<file path="config.mk">
export PLATFORM = sky130hd
export DESIGN_NAME = ofs_plat_prim_rdwr_burst_arbiter
export DESIGN_NICKNAME = d
export VERILOG_FILES = /design/src/rtl/ofs_plat_prim_rdwr_burst_arbiter.sv
export SDC_FILE = /design/constraint.sdc
export NUM_CORES = 1
export LEC_CHECK = 0
export BUFFER_PORTS_ARGS = -buffer_cell sky130_fd_sc_hd__buf_4
export CORE_ASPECT_RATIO = 1.25
export CORE_MARGIN = 3
export CORE_UTILIZATION = 41
export DETAILED_ROUTE_END_ITERATION = 6
export PLACE_DENSITY = 0.79
export SETUP_SLACK_MARGIN = 0.05
export SLEW_MARGIN = 20
export SYNTH_ARGS = -nofsm -noshare
export SYNTH_HDL_FRONTEND = slang
export SYNTH_SLANG_ARGS = --single-unit
</file>
<file path="constraint.sdc">
create_clock -name clk -period 2.35 [get_ports clk]
set_clock_uncertainty 0.05 [all_clocks]
set_input_delay 0.1175 -clock clk [delete_from_list [all_inputs] [get_ports clk]]
set_output_delay 0.1175 -clock clk [all_outputs]
set_load 0.01 [all_outputs]
</file>
<file path="src/rtl/ofs_plat_prim_rdwr_burst_arbiter.sv">
// ofs_plat_prim_rdwr_burst_arbiter
//
// Merges a read request stream (ch0, one beat per burst) and a write stream
// (ch1, multi-beat bursts) into a single Avalon-style request stream held in a
// one-deep registered output stage. Once a write burst starts it owns the
// output until its last beat, so the write data of a burst is never split.
// Per-burst accept pulses feed the upstream burst-count fairness tracker, and
// its favor_ch0/favor_ch1 flags bias the tie-break between the channels.
//
// Ports:
//   clk, reset_n              clock, asynchronous active-low reset
//   ch0_valid/ready           read request handshake
//   ch0_burstcount/payload    read burst length and payload
//   ch1_valid/ready           write beat handshake
//   ch1_sop                   first beat of a write burst
//   ch1_burstcount/payload    write burst length (sop beat only) and payload
//   favor_ch0, favor_ch1      fairness tracker bias
//   out_valid/ready           merged request handshake
//   out_is_write, out_sop     beat source and first-beat flag
//   out_burstcount/payload    burst length and payload of the merged beat
//   fair_ch0_valid/burstcount read burst accepted this cycle
//   fair_ch1_valid/burstcount write burst (sop beat) accepted this cycle

module ofs_plat_prim_rdwr_burst_arbiter #(
    parameter int BURST_CNT_WIDTH = 7,
    parameter int PAYLOAD_WIDTH   = 64
) (
    input  logic                       clk,
    input  logic                       reset_n,

    input  logic                       ch0_valid,
    output logic                       ch0_ready,
    input  logic [BURST_CNT_WIDTH-1:0] ch0_burstcount,
    input  logic [PAYLOAD_WIDTH-1:0]   ch0_payload,

    input  logic                       ch1_valid,
    output logic                       ch1_ready,
    input  logic                       ch1_sop,
    input  logic [BURST_CNT_WIDTH-1:0] ch1_burstcount,
    input  logic [PAYLOAD_WIDTH-1:0]   ch1_payload,

    input  logic                       favor_ch0,
    input  logic                       favor_ch1,

    output logic                       out_valid,
    input  logic                       out_ready,
    output logic                       out_is_write,
    output logic                       out_sop,
    output logic [BURST_CNT_WIDTH-1:0] out_burstcount,
    output logic [PAYLOAD_WIDTH-1:0]   out_payload,

    output logic                       fair_ch0_valid,
    output logic [BURST_CNT_WIDTH-1:0] fair_ch0_burstcount,
    output logic                       fair_ch1_valid,
    output logic [BURST_CNT_WIDTH-1:0] fair_ch1_burstcount
);

    localparam logic [BURST_CNT_WIDTH-1:0] BC_ONE = BURST_CNT_WIDTH'(1);

    // Remaining non-sop beats of the write burst in flight; nonzero = locked.
    logic [BURST_CNT_WIDTH-1:0] beats_left;
    // Length of the write burst in flight, replayed on its non-sop beats.
    logic [BURST_CNT_WIDTH-1:0] burst_len;
    // 1 when the most recent accepted beat came from ch1.
    logic                       last_grant_ch1;

    logic                       locked;
    logic                       stage_en;
    logic                       pick_ch0;
    logic                       grant_ch0;
    logic                       grant_ch1;
    logic                       acc0;
    logic                       acc1;
    logic                       acc1_sop;
    logic [BURST_CNT_WIDTH-1:0] ch0_bc;
    logic [BURST_CNT_WIDTH-1:0] ch1_bc;

    assign locked   = (beats_left != '0);
    assign stage_en = !out_valid || out_ready;

    // Tie-break when both channels want the stage. favor_ch0 outranks
    // favor_ch1, which also settles the illegal both-high case.
    assign pick_ch0 = favor_ch0 || (!favor_ch1 && last_grant_ch1);

    // Each grant looks only at the other channel's valid, so neither ready
    // depends on its own channel's valid. With nothing pending both grants
    // are high, which is harmless since no accept can happen.
    assign grant_ch0 = !locked && (!ch1_valid || pick_ch0);
    assign grant_ch1 = locked || !ch0_valid || !pick_ch0;

    // Readies are forced low while reset is held so no accept pulse leaks
    // to the fairness tracker during reset.
    assign ch0_ready = reset_n && stage_en && grant_ch0;
    assign ch1_ready = reset_n && stage_en && grant_ch1;

    assign acc0     = ch0_valid && ch0_ready;
    assign acc1     = ch1_valid && ch1_ready;
    // Any unlocked write beat starts a burst, even without sop (protocol
    // error: it is treated as a 1-beat burst).
    assign acc1_sop = acc1 && !locked;

    // Zero burstcount is illegal and treated as 1.
    assign ch0_bc = (ch0_burstcount == '0) ? BC_ONE : ch0_burstcount;
    assign ch1_bc = (!ch1_sop || ch1_burstcount == '0) ? BC_ONE : ch1_burstcount;

    assign fair_ch0_valid      = acc0;
    assign fair_ch0_burstcount = acc0 ? ch0_bc : '0;
    assign fair_ch1_valid      = acc1_sop;
    assign fair_ch1_burstcount = acc1_sop ? ch1_bc : '0;

    always_ff @(posedge clk or negedge reset_n) begin
        if (!reset_n) begin
            out_valid      <= 1'b0;
            out_is_write   <= 1'b0;
            out_sop        <= 1'b0;
            out_burstcount <= '0;
            out_payload    <= '0;
            beats_left     <= '0;
            burst_len      <= '0;
            last_grant_ch1 <= 1'b1;
        end else if (stage_en) begin
            out_valid <= acc0 || acc1;
            if (acc0) begin
                out_is_write   <= 1'b0;
                out_sop        <= 1'b1;
                out_burstcount <= ch0_bc;
                out_payload    <= ch0_payload;
                last_grant_ch1 <= 1'b0;
            end else if (acc1) begin
                out_is_write   <= 1'b1;
                out_payload    <= ch1_payload;
                last_grant_ch1 <= 1'b1;
                if (locked) begin
                    out_sop        <= 1'b0;
                    out_burstcount <= burst_len;
                    beats_left     <= beats_left - BC_ONE;
                end else begin
                    // ch1_bc >= 1, so N-1 never wraps, including N = 2^W-1.
                    out_sop        <= 1'b1;
                    out_burstcount <= ch1_bc;
                    burst_len      <= ch1_bc;
                    beats_left     <= ch1_bc - BC_ONE;
                end
            end
        end
    end

    // Protocol checks on the upstream channels.
    a_ch1_sop_unlocked: assert property (
        @(posedge clk) disable iff (!reset_n)
        (ch1_valid && ch1_ready && !locked) |-> ch1_sop);

    a_ch1_bc_nonzero: assert property (
        @(posedge clk) disable iff (!reset_n)
        (ch1_valid && ch1_ready && !locked && ch1_sop) |-> (ch1_burstcount != '0));

    a_ch0_bc_nonzero: assert property (
        @(posedge clk) disable iff (!reset_n)
        (ch0_valid && ch0_ready) |-> (ch0_burstcount != '0));

endmodule

</file>
==> summary.md, run 1 <==
| Metric | Value |
|---|---|
| DR iter-0 viols | `238` |
| CTS max path bufs | `2` |
| Die W | `99.1 µm` |
| Main combinational cell family by area after synthesis | `simple AND/OR/NAND/NOR gates` |
| Least-Margin Pin Slew | `0.730 ns` |
| EDFF count, synth | `0` |
| Min-Delay Path Class | `input port to flop` |
| Crit path DAT | `2.11 ns` |
| Final Setup Violations | `0` |
| H-tree levels | `3` |
| Final hold vios | `0` |
| Pwr Total | `6.30 mW` |
| Die Y | `122 µm` |
| Worst Hold Slack | `0.0130 ns` |
| Fraction of the mapped netlist area in adder cells | `0.281%` |
| Final ANT Viol Nets | `0` |
| Synth Flop Type | `dfrtp_1` |
| Share of cells above drive strength 1 | `40.8%` |
| Worst-skew pair later-pin latency | `0.33 ns` |
| Ys async rst share | `100%` |
| Area of the die | `0.0121 mm²` |
| Layout Cells excl Fill | `920` |
| Final Routed Wirelength | `17100 µm` |
| Most common cell in the netlist | `dfrtp_1` |
| Largest net degree at the start of global routing | `87` |
| Drt wl/cell | `18.6 µm` |
| Post-layout nets | `937` |
| Via-to-Cell Ratio | `5.34` |
| Sequential cell area fraction in the yosys report | `50.1%` |
| Clock-pin slew on the worst setup and hold paths | `0.06 ns` |
| Number of global-route vias before repair | `4834` |
| Setup Crit Path Kind | `flop to primary output` |
| Root Buffer | `clkbuf_16` |
| Grt met3 use | `4.04%` |
| CTS Sinks | `89` |
| Layout fillers | `629` |
| Fmax | `0.440 GHz` |
| Crit path capture type | `primary output` |
| Core Area | `0.0103 mm²` |
| Global route hottest layer | `met2` |
| Share of the synthesized area in the top cell type | `49.5%` |
| Max_cap viols | `0` |
| Cell Rows | `41` |
| First-pass GRT wire length | `24000 µm` |
| Compound-Gate Fraction of Synth Area | `13.5%` |
| Initial antenna violation count | `1` |
| Pwr dens | `809 mW/mm²` |
| Register bit total from synthesis | `89` |
| Overflow after GRT | `0` |
| DP Cell Count | `803` |
| Met2 usage | `45.9%` |
| Initial core utilization | `43.1%` |
| Period utilization | `96.7%` |
| DRT Pass-1 Iters | `5` |
| Total global-route track usage | `25.0%` |
| Post-Syn Instances | `453` |
| Post-DP HPWL | `10200 µm` |
| Proportion of synthesized area in mux cells | `14.9%` |
| Synthesis Warnings | `0` |
| Syn Area/Cell | `9.81 µm²` |
| Drc violations | `0` |
| P&R area growth vs syn | `75.2%` |
| Setup TNS | `0 ns` |
| Ranking of synthesized cells by area | `dfrtp_1 50%, mux2i_1 15%, nand2_1 6.9%` |
| DR vias | `4914` |
| Slew Limit Fails | `0` |
| Post-Synth XOR/XNOR Area | `0.394%` |
| Commonest cells post-synth | `88 x dfrtp_1, 82 x nand2_1, 66 x mux2i_1` |
| Min setup slack post-route | `0.0772 ns` |
| GP Congestion | `0.909` |
| P_leak | `3.93 nW` |
| Synth Area in Simple Gates | `16.1%` |
| Met1 Use GR | `27.9%` |
| R2R depth | `10` |
| Status | `finished clean` |
| CP required | `2.18 ns` |
| Setup WS pre-CTS | `0.169 ns` |
| VDD IR max | `0.416 mV` |
| Port Buffers | `241` |
| Hold depth | `3` |
| Clock buffer count from CTS | `9` |
| Critical Path Fanout Max | `9` |
| Post-synth top area cell | `dfrtp_1` |
| Slew margin rel. | `51.3%` |
| CTS tree | `yes` |
| Min cycle time layout | `2.27 ns` |
| Synth Cell Area | `0.00445 mm²` |
| I/O Pins | `242` |
| Net count after synthesis | `604` |
| RSZ-0062 raised after global routing | `true` |
| Distinct cells, synth | `46` |
| Crit path launch type | `flop` |
critical path, stage by stage, from the launching register on:
cell	delay, ns
dfrtp_1	0.41
or4_4	0.59
nor2_8	0.17
nand3_4	0.12
inv_8	0.08
buf_12	0.11
nand2_1	0.08
inv_1	0.08
buf_4	0.13
layout make-up:
class / instances / area (µm²) / area share [%]
flip-flops and latches: 89 / 2230 / 28.6
diodes: 1 / 2.50 / 0.0321
multi-input cells: 329 / 2080 / 26.7
inverters: 6 / 30.0 / 0.386
repair buffers: 351 / 2990 / 38.4
clock buffers: 12 / 256 / 3.29
well taps: 129 / 161 / 2.07
clock inverters: 3 / 40.0 / 0.514
power breakdown:
| part | total, mW | switching (mW) | internal, mW |
|---|---|---|---|
| Combinational | 2.41 | 1.11 | 1.31 |
| Sequential | 2.46 | 0.396 | 2.07 |
| Clock | 1.43 | 0.553 | 0.872 |
| Total | 6.30 | 2.06 | 4.25 |
stage by stage:
| step | instance area (µm²) | util (%) |
|---|---|---|
| finish | 7790 | 75.5 |
| global route | 7790 | 75.5 |
| CTS | 7450 | 72.3 |
| detailed placement | 6340 | 61.5 |
| global placement | 6340 | 61.5 |
| floorplan | 4450 | - |
state kept, by name, summed over array words and instances (netlist names):
| name | cells |
|---|---|
| out_burstcount | 7 |
| burst_len | 7 |
| out_valid | 1 |
| beats_left | 7 |
| out_is_write | 1 |
| out_payload | 64 |
| last_grant_ch1 | 1 |
| out_sop | 1 |
worst paths after layout:
path	endpoint	slack, ns	start
min in group asynchronous	out_valid$_DFFE_PN0N_	0.10	reset_n
worst max-delay path	fair_ch0_burstcount[5]	0.08	beats_left[0]$_DFFE_PN0P_
worst max register to register	out_payload[6]$_DFFE_PN0P_	0.09	beats_left[0]$_DFFE_PN0P_
worst min-delay path	out_payload[43]$_DFFE_PN0P_	0.01	ch1_payload[43]
worst min register to register	last_grant_ch1$_DFFE_PN1P_	0.41	last_grant_ch1$_DFFE_PN1P_
max in group asynchronous	beats_left[1]$_DFFE_PN0P_	1.17	reset_n
cells in the final DEF, fill, tap and decap left out, drive strengths merged, types with 3 or more instances in the layout:
cell type / Yosys / layout
nand2b: 3 / 3
inv: 6 / 6
and2: 6 / 6
and3: 10 / 10
nand3: 6 / 6
nor2: 26 / 26
o21ai: 80 / 80
dlygate4sd3: 0 / 68
nand2: 82 / 82
nor4: 4 / 4
a211oi: 5 / 5
a21oi: 7 / 7
mux2i: 66 / 66
dfrtp: 88 / 88
clkbuf: 8 / 14
nor3: 3 / 3
o21bai: 4 / 4
buf: 22 / 279
nand4: 3 / 3
timing repair:
item,4_1_cts,5_1_grt
gates resized for setup,4,27
cloned,3,3
pin swaps,1,7
hold endpoints to repair,98,0
setup buffers,4,24
hold buffers,68,0
setup endpoints to repair,13,20
routing by layer:
layer	wire length (µm)	vias up
li1	-	2253
met1	6070	2339
met2	8970	263
met3	1400	59
met4	692	0
met5	0	-
logic make-up after synthesis:
| kind of cell | count (synthesis) |
|---|---|
| xor+xnor | 2 |
| simple gates | 152 |
| flops | 89 |
| buf+inv | 36 |
| mux | 66 |
| compound gates | 107 |
| fa+ha+maj | 1 |
Note: power is estimated with default switching activity, not from simulation.
==> inputs of run 2 (changes only) <==
RECOVER_POWER = 100   (was default)
==> run 2 against run 1 <==
Effect of this change: sequential cell count unchanged; die area unchanged; global-route usage unchanged; final cell count unchanged; non-clock buffer count unchanged; wire length increased by 0.34%; critical path type is now input port to primary output; largest power group unchanged; highest routed layer unchanged.
==> summary.md, run 2 (synthesized netlist as in run 1, its figures left out) <==
| Metric | Value |
|---|---|
| Status | `finished clean` |
| Max stage delay on crit path | `0.53 ns (-0.06 ns)` |
| Final Routed Wirelength | `17200 µm (+0.34%)` |
| I/O Pins | `242 (unchanged)` |
| Most frequent cells in the layout | `193 x buf_4, 87 x dfrtp_1, 81 x nand2_1` |
| DRT Pass-1 Iters | `5 (unchanged)` |
| Critical path cell sequence | `dlygate4sd3_1 > clkbuf_1 > o311a_1 > nand3_4 > inv_8 > buf_12 > nand2_1 > inv_1 > buf_4` |
| Slew margin rel. | `50.4% (-0.91 points)` |
| Share of cells above drive strength 1 | `31.3% (-9.5 points)` |
| Die Y | `122 µm (unchanged)` |
| Initial core utilization | `43.1% (unchanged)` |
| M1 WL | `6150 µm (+1.4%)` |
| Biggest register | `out_payload` |
| Max_cap viols | `0 (unchanged)` |
| Clock-pin slew on the worst setup and hold paths | `0.05 ns (about the same)` |
| VDD IR max | `0.394 mV (-5.3%)` |
| P_leak | `3.66 nW (-6.9%)` |
| Drc violations | `0 (unchanged)` |
| Setup WS pre-CTS | `0.169 ns (unchanged)` |
| Pwr dens | `794 mW/mm² (-1.9%)` |
| DP Cell Count | `803 (unchanged)` |
| Initial antenna violation count | `1 (unchanged)` |
| DR vias | `4924 (+0.20%)` |
| H-tree levels | `3 (unchanged)` |
| Drt wl/cell | `18.7 µm (+0.34%)` |
| Least-Margin Pin Slew | `0.744 ns (+0.0136 ns)` |
| CP required | `2.18 ns (about the same)` |
| GP Congestion | `0.909 (unchanged)` |
| Core Area | `0.0103 mm² (unchanged)` |
| Post-DP HPWL | `10200 µm (unchanged)` |
| Setup TNS | `0 ns (unchanged)` |
| RSZ-0062 raised after global routing | `true` |
| P&R area growth vs syn | `68.8%` |
| Most common cell after layout, fill and taps aside | `buf_4` |
| Met2 wire len | `8900 µm (-0.72%)` |
| Overflow after GRT | `0 (unchanged)` |
| Final ANT Viol Nets | `0 (unchanged)` |
| Slowest-stage cell, CP | `clkbuf_1` |
| Final hold vios | `0 (unchanged)` |
| Die W | `99.1 µm (unchanged)` |
| Final Setup Violations | `0 (unchanged)` |
| Period utilization | `98.9% (+2.2 points)` |
| CTS tree | `yes` |
| Min cycle time layout | `2.32 ns (+0.0514 ns)` |
| Min-Delay Path Class | `input port to flop` |
| CTS Sinks | `89 (unchanged)` |
| Length of routed met3 wiring | `1440 µm (+3.2%)` |
| Pwr Total | `5.96 mW (-5.5%)` |
| Crit path capture type | `primary output` |
| Slew Limit Fails | `0 (unchanged)` |
| Via-to-Cell Ratio | `5.35 (+0.20%)` |
| First-pass GRT wire length | `24000 µm (unchanged)` |
| Min setup slack post-route | `0.0258 ns (-0.0514 ns)` |
| Port Buffers | `241 (unchanged)` |
| Critical Path Fanout Max | `11 (+2)` |
| CTS max path bufs | `2 (unchanged)` |
| Largest net degree at the start of global routing | `87 (unchanged)` |
| Setup Crit Path Kind | `input port to primary output` |
| Crit path DAT | `2.16 ns (+0.05 ns)` |
| Area of the die | `0.0121 mm² (unchanged)` |
| Max reg flops | `64 (unchanged)` |
| Post-layout nets | `937 (unchanged)` |
| Worst-skew pair later-pin latency | `0.33 ns (about the same)` |
| Root Buffer | `clkbuf_16` |
| Fmax | `0.430 GHz (-2.2%)` |
| Clock buffer count from CTS | `9 (unchanged)` |
| Number of global-route vias before repair | `4834 (unchanged)` |
| Cell Rows | `41 (unchanged)` |
| Layout Cells excl Fill | `920 (unchanged)` |
| Total global-route track usage | `25.0% (unchanged)` |
| Top Metal Used | `met4` |
| Crit path launch type | `input port` |
| DR iter-0 viols | `239 (+0.42%)` |
==> run 2: final timing paths <==
kind / start / to / slack [ns] / cells past startpoint
hold reg to reg: last_grant_ch1$_DFFE_PN1P_ / last_grant_ch1$_DFFE_PN1P_ / 0.41 / 2
setup reg to reg: beats_left[0]$_DFFE_PN0P_ / out_payload[6]$_DFFE_PN0P_ / 0.09 / 10
hold / removal: ch1_payload[33] / out_payload[33]$_DFFE_PN0P_ / 0.02 / 3
min in group asynchronous: reset_n / out_valid$_DFFE_PN0N_ / 0.28 / 2
max in group asynchronous: reset_n / beats_left[1]$_DFFE_PN0P_ / 0.76 / 3
setup / recovery: reset_n / fair_ch0_burstcount[5] / 0.03 / 9
==> run 2: layer usage <==
metal	track usage, %	vias up
met5	0	-
met4	12.1	0
met3	4.04	59
met2	45.9	286
met1	27.9	2330
li1	-	2249
==> run 2: worst max-delay path, delay by kind of cell <==
| kind | cells | cell delay (ns) |
|---|---|---|
| and+or+nand+nor | 2 | 0.21 |
| AOI/OAI and AO/OA | 1 | 0.37 |
| buffers and inverters | 6 | 1.45 |
==> run 2: where the power goes <==
group,internal (mW),switching (mW)
clock,0.872,0.551
combinational,0.969,1.11
sequential,2.07,0.389
==> run 2: metrics by stage <==
stage                     hold WS [ns]  instance area, µm²  util (%)
after detailed placement        -0.102                6340      61.5
after CTS                      0.00436                7450      72.3
after global routing            0.0117                7500      72.8
after floorplan                 -0.228                4450         -
after global placement          -0.104                6340      61.5
final                           0.0151                7500      72.8
==> run 2: layout make-up <==
class | instances | area [µm²]
well taps | 129 | 161
diodes | 1 | 2.50
inverters | 6 | 30.0
flip-flops and latches | 89 | 2230
repair buffers | 351 | 2700
multi-input cells | 329 | 2080
fillers | 740 | 2810
clock inverters | 3 | 40.0
clock buffers | 12 | 256
==> run 2: repair_timing <==
| action | 4_1_cts | 5_1_grt |
|---|---|---|
| buffers inserted | 4 | 24 |
| pin swaps | 1 | 7 |
| cloned | 3 | 3 |
| gates resized for setup | 4 | 27 |
| hold buffers | 68 | 0 |
| hold endpoints to repair | 98 | 0 |
| endpoints found under the setup margin | 13 | 20 |
